## src/rtl/handshake_cdc_sender.sv

```systemverilog
// Send side of a 4-phase req/ack crossing: holds one accepted word on o_data
// while req/ack runs through a full cycle, then accepts the next word.
module handshake_cdc_sender #(
  parameter int DATA_WIDTH = 32,
  parameter int CNT_WIDTH  = 16
) (
  input  logic                  i_clk,
  input  logic                  i_rst,
  input  logic                  i_valid,
  output logic                  o_ready,
  input  logic [DATA_WIDTH-1:0] i_data,
  output logic [DATA_WIDTH-1:0] o_data,
  output logic                  o_req,
  input  logic                  i_ack,
  output logic                  o_done,
  output logic                  o_busy,
  output logic [CNT_WIDTH-1:0]  o_xfer_count
);

  typedef enum logic [1:0] {
    IDLE    = 2'd0,
    REQ     = 2'd1,
    RELEASE = 2'd2
  } state_e;

  state_e                state_q, state_d;
  logic [DATA_WIDTH-1:0] data_q,  data_d;
  logic                  req_q,   req_d;
  logic                  done_q,  done_d;
  logic [CNT_WIDTH-1:0]  count_q, count_d;

  // NOTE: sequential state uses non-blocking assignments so every register
  // samples the pre-edge values computed by the combinational block.
  always_ff @(posedge i_clk or posedge i_rst) begin
    if (i_rst) begin
      state_q <= IDLE;
      data_q  <= '0;
      req_q   <= 1'b0;
      done_q  <= 1'b0;
      count_q <= '0;
    end else begin
      state_q <= state_d;
      data_q  <= data_d;
      req_q   <= req_d;
      done_q  <= done_d;
      count_q <= count_d;
    end
  end

  // NOTE: every signal gets a default before the case so no path leaves one
  // unassigned, which would otherwise infer a latch.
  always_comb begin
    state_d = state_q;
    data_d  = data_q;
    req_d   = req_q;
    done_d  = 1'b0;
    count_d = count_q;
    o_ready = 1'b0;

    unique case (state_q)
      IDLE: begin
        // A stale ack left over from an interrupted transfer blocks new words.
        o_ready = !i_ack;
        if (i_valid && !i_ack) begin
          data_d  = i_data;
          req_d   = 1'b1;
          state_d = REQ;
        end
      end
      REQ: begin
        if (i_ack) begin
          req_d   = 1'b0;
          done_d  = 1'b1;
          count_d = count_q + 1'b1;
          state_d = RELEASE;
        end
      end
      RELEASE: begin
        if (!i_ack) state_d = IDLE;
      end
      default: state_d = IDLE;
    endcase
  end

  assign o_data       = data_q;
  assign o_req        = req_q;
  assign o_done       = done_q;
  assign o_busy       = (state_q != IDLE);
  assign o_xfer_count = count_q;

endmodule

```

## config.mk

```make
export PLATFORM = sky130hd
export DESIGN_NAME = handshake_cdc_sender
export DESIGN_NICKNAME = d
export VERILOG_FILES = /design/src/rtl/handshake_cdc_sender.sv
export SDC_FILE = /design/constraint.sdc
export NUM_CORES = 1
export LEC_CHECK = 0
export CELL_PAD_IN_SITES_DETAIL_PLACEMENT = 1
export CELL_PAD_IN_SITES_GLOBAL_PLACEMENT = 2
export CORE_MARGIN = 8
export CORE_UTILIZATION = 28
export DETAILED_ROUTE_END_ITERATION = 8
export PLACE_DENSITY = 0.91
export SLEW_MARGIN = 20
export SYNTH_ARGS = -nofsm -noshare
export SYNTH_HDL_FRONTEND = slang
export SYNTH_SLANG_ARGS = --single-unit
```

## constraint.sdc

```tcl
create_clock -name i_clk -period 2.5 [get_ports i_clk]
set_input_delay 0.75 -clock i_clk [delete_from_list [all_inputs] [get_ports i_clk]]
set_output_delay 0.75 -clock i_clk [all_outputs]
set_load 0.005 [all_outputs]
```

## Word level (Yosys, flattened, before mapping)

Index checks and enable logic that the tools add are counted.

| word-level totals | value |
|---|---|
| register bits | 52 |
| input bits | 36 |
| output and inout port bits | 52 |

| operators by class | value |
|---|---|
| add/sub/neg operators | 1 |
| equality and inequality tests | 5 |
| muxes and demuxes | 10 |
| reductions and logical operators | 9 |

Operators by type and width:

| operator | count |
|---|---|
| $add A16 B1 Y16 const B | 1 |
| $mux W2 | 3 |
| $ne A2 B2 Y1 const B | 3 |
| $pmux W2 S3 | 1 |
| $reduce_and A3 Y1 | 2 |
| $mux W1 | 5 |
| $reduce_and A2 Y1 | 2 |
| $reduce_bool A2 Y1 | 2 |
| $eq A2 B1 Y1 const B | 1 |
| $eq A2 B2 Y1 const B | 1 |
| $logic_not A2 Y1 | 1 |
| $pmux W1 S2 | 1 |
| $logic_and A1 B1 Y1 | 1 |
| $logic_not A1 Y1 | 1 |

## Logic depth before layout (Yosys ltp)

| logic depth | value |
|---|---|
| word-level depth | 4 |
| mapped depth | 6 |
| mapped depth without buffers | 5 |

## Worst setup path after synthesis

No wires, ideal clock.

| timing | value |
|---|---|
| kind | input -> register |
| start | input port i_ack |
| end | register data_q[10] (netlist: o_data[10]) |
| setup time | 125 ps |
| arrival time | 1545 ps |
| data required time | 2375 ps |
| path slack | 830 ps |
| stages on the path | 5 |
| buffers on the path | 2 |
| path through | nor2_4 and2_1 buf_6 buf_12 mux2_4 |

| between the ends | value |
|---|---|
| longest elaborated chain between the ends | 3 |

RTL lines:

| item | RTL line | RTL |
|---|---|---|
| from (decl) | 14 | `input logic i_ack,` |
| $logic_not A1 Y1 | n/a |  |
| $logic_and A1 B1 Y1 | 64 | `if (i_valid && !i_ack) begin` |
| $reduce_and A2 Y1 (no source line) | n/a |  |
| to (signal assigned) | 43 | `data_q <= data_d;` |
| to (decl) | 27 | `logic [DATA_WIDTH-1:0] data_q, data_d;` |

No other way between the ends.
A chain may end at the register's enable or synchronous reset.

## Final worst setup path

| timing | value |
|---|---|
| start | input port i_ack |
| end | output port o_ready |

| between the ends | value |
|---|---|
| longest elaborated chain between the ends | 2 |

RTL lines:

| item | RTL line | RTL |
|---|---|---|
| $logic_not A1 Y1 | n/a |  |
| $mux W1 | 60 | `unique case (state_q)` |
| to (decl) | 10 | `output logic o_ready,` |

No other way between the ends.

==> impl_metrics.json <==
{
  "n_antenna_cell": 0,
  "synth_nets": 175,
  "drt-initial-drc-count": 28,
  "reg2reg_from": "state_q[0]$_DFFE_PP0P_",
  "chipWidth_um": 104,
  "finalWorstSetupSlack_ns": 0.163,
  "rsz0062_at_grt": "false",
  "drc": 0,
  "die-area_mm2": 0.0109,
  "period_needed_ns": 2.34,
  "rows": 32,
  "timing.hold.ws_ns": 0.478,
  "nNetsFinal": 272,
  "cts-root-buf": "clkbuf_8",
  "hold_buffers": 0,
  "cts-buffers-inserted": 5,
  "slew_violations": 0,
  "cts_tree": "done",
  "fin_tns_setup_ns": 0,
  "via_per_inst": 4.28,
  "routedWlPerCell_um": 16.0,
  "maxCapViolations": 0,
  "worstPathRequired_ns": 1.75,
  "grt_pass1_vias": 1640,
  "antenna_found_initial": 0,
  "area_growth_syn_to_layout_pct": 50.2,
  "power_density_mw_per_mm2": 762,
  "die_h_um": 104,
  "outcome": "complete, no violations",
  "yosysWarnings": 0,
  "crit_path_end_kind": "output port",
  "critPathLaunchType": "input port",
  "vias": 1445,
  "p_leak_uw": 0.00143,
  "grt_start_max_net_pins": 53,
  "cts_setup_buffers": 0,
  "critPathMaxFanout": 2,
  "tightest_slew_ns": 0.283,
  "overflow": 0,
  "path_clk_slew_ns": 0.09,
  "grt_use_total_pct": 9.92,
  "synth-seq-cells": 52,
  "drtAntennaViolNets": 0,
  "cts.sinks": 52,
  "ys_seq_area_share_pct": 59.4,
  "report.final.hold_viol_count": 0,
  "drt_wl_total_um": 5410,
  "crit_type": "in2out",
  "layout_commonest_cell": "clkdlybuf4s50_1",
  "start_util_pct": 28.6,
  "dp_slack_ns": -0.106,
  "gp_congestion": 0.671,
  "holdCritPathClass": "reg2reg",
  "dp_hpwl_um": 4030,
  "clock.fmax_ghz": 0.428,
  "drive_above_1_share_pct": 21.6,
  "arrival_ns": 1.59,
  "crit_start": "i_ack",
  "first_pass_iters": 5,
  "fin_area_mm2": 0.00329,
  "ioPinCount": 88,
  "min_period_over_period_pct": 93.5,
  "synth.distinct_cells": 23,
  "grt_pass1_wl_um": 8800,
  "finalSetupViolCount": 0,
  "finClkSkew_ns": 0.00392,
  "port_buffers": 87,
  "fillers": 797,
  "slew_headroom_pct": 81.1,
  "syn_area_mm2": 0.00219,
  "htreeDepth": 2,
  "clock_latency_ns": 0.29,
  "cts_resized": 1,
  "synth_area_per_cell_um2": 15.9,
  "final_cell_mix": "clkdlybuf4s50_1, dfrtp_1, mux2_4",
  "core_mm2": 0.00765,
  "placed_area_mm2": 0.00320,
  "synthCells": 138,
  "vdd_drop_max_mv": 0.303,
  "reg2reg_slack_ns": 0.79,
  "min_from": "o_xfer_count[15]$_DFFE_PP0P_",
  "clockBufferDepth": 2
}
## metal layers
metal | wire, um | GRT usage, % | part of all wire, %
met4 | 16 | 2.17 | 0.30
met2 | 2760 | 16.8 | 51
met5 | 0 | 0 | 0
met3 | 306 | 3.97 | 5.7
met1 | 2320 | 11.5 | 43
## power breakdown
part	total, uW	switching (uW)	internal [uW]
combinational	843	231	612
clock	491	270	222
sequential	1170	140	1030
## worst paths after layout
kind	depth (start not counted)	end
setup / recovery	3	o_ready
hold / removal	1	o_xfer_count[15]$_DFFE_PP0P_
setup reg to reg	5	o_data[23]$_DFFE_PP0P_
hold reg to reg	1	o_xfer_count[15]$_DFFE_PP0P_
max in group asynchronous	3	o_xfer_count[12]$_DFFE_PP0P_
min in group asynchronous	3	o_data[4]$_DFFE_PP0P_
## sequential cells by signal, summed over array words and instances (netlist names)
name and cells:
o_req 1, o_xfer_count 16, o_data 32, state_q 2, o_done 1
## cells in the mapped netlist (all sizes together)
cell type	instances	area share [%]
mux2	32	21
nand3	4	0.91
nand3b	1	0.51
nand2	7	1.2
ha	1	0.57
nor3	1	0.23
a21o	1	0.34
xnor2	13	5.2
dfrtp	52	59
and3	1	0.29
xor2	3	1.2
inv	2	0.34
nor2	3	0.86
nand4	5	1.4
and2	2	0.57
and4	4	1.6
or2	1	0.40
buf	5	3.5
## layout make-up
type / count / area, um2 / area share, %
multi-input combinational: 79 / 806 / 24.5
clock buffer: 6 / 82.6 / 2.51
sequential: 52 / 1300 / 39.6
clock inverter: 2 / 10.0 / 0.304
timing repair buffer: 95 / 955 / 29.0
tap: 102 / 128 / 3.88
inverter: 2 / 7.51 / 0.228
## metrics by stage
stage,std cells,total power (uW),utilization [%]
floorplan,138,1510,-
global placement,330,2030,41.8
detailed placement,330,2050,41.8
CTS,338,2560,43.0
global route,338,2660,43.0
finish,338,2510,43.0
## critical path: stages
cell	delay (ns)
clkdlybuf4s50_1	0.52
nor2_4	0.05
dlygate4sd2_1	0.26
## cell families (layout without fill, tap and decap cells)
group / after synthesis / after routing / synth area share [%]
AND/OR/NAND/NOR: 29 / 29 / 8.00
flip-flops: 52 / 52 / 59.4
multiplexers: 32 / 32 / 21.4
AO/OA/AOI/OAI: 1 / 1 / 0.343
buffers and inverters: 7 / 105 / 3.83
XOR/XNOR: 16 / 16 / 6.40
adder cells (fa/ha/maj): 1 / 1 / 0.571
Power figures use the tool's default switching activity.
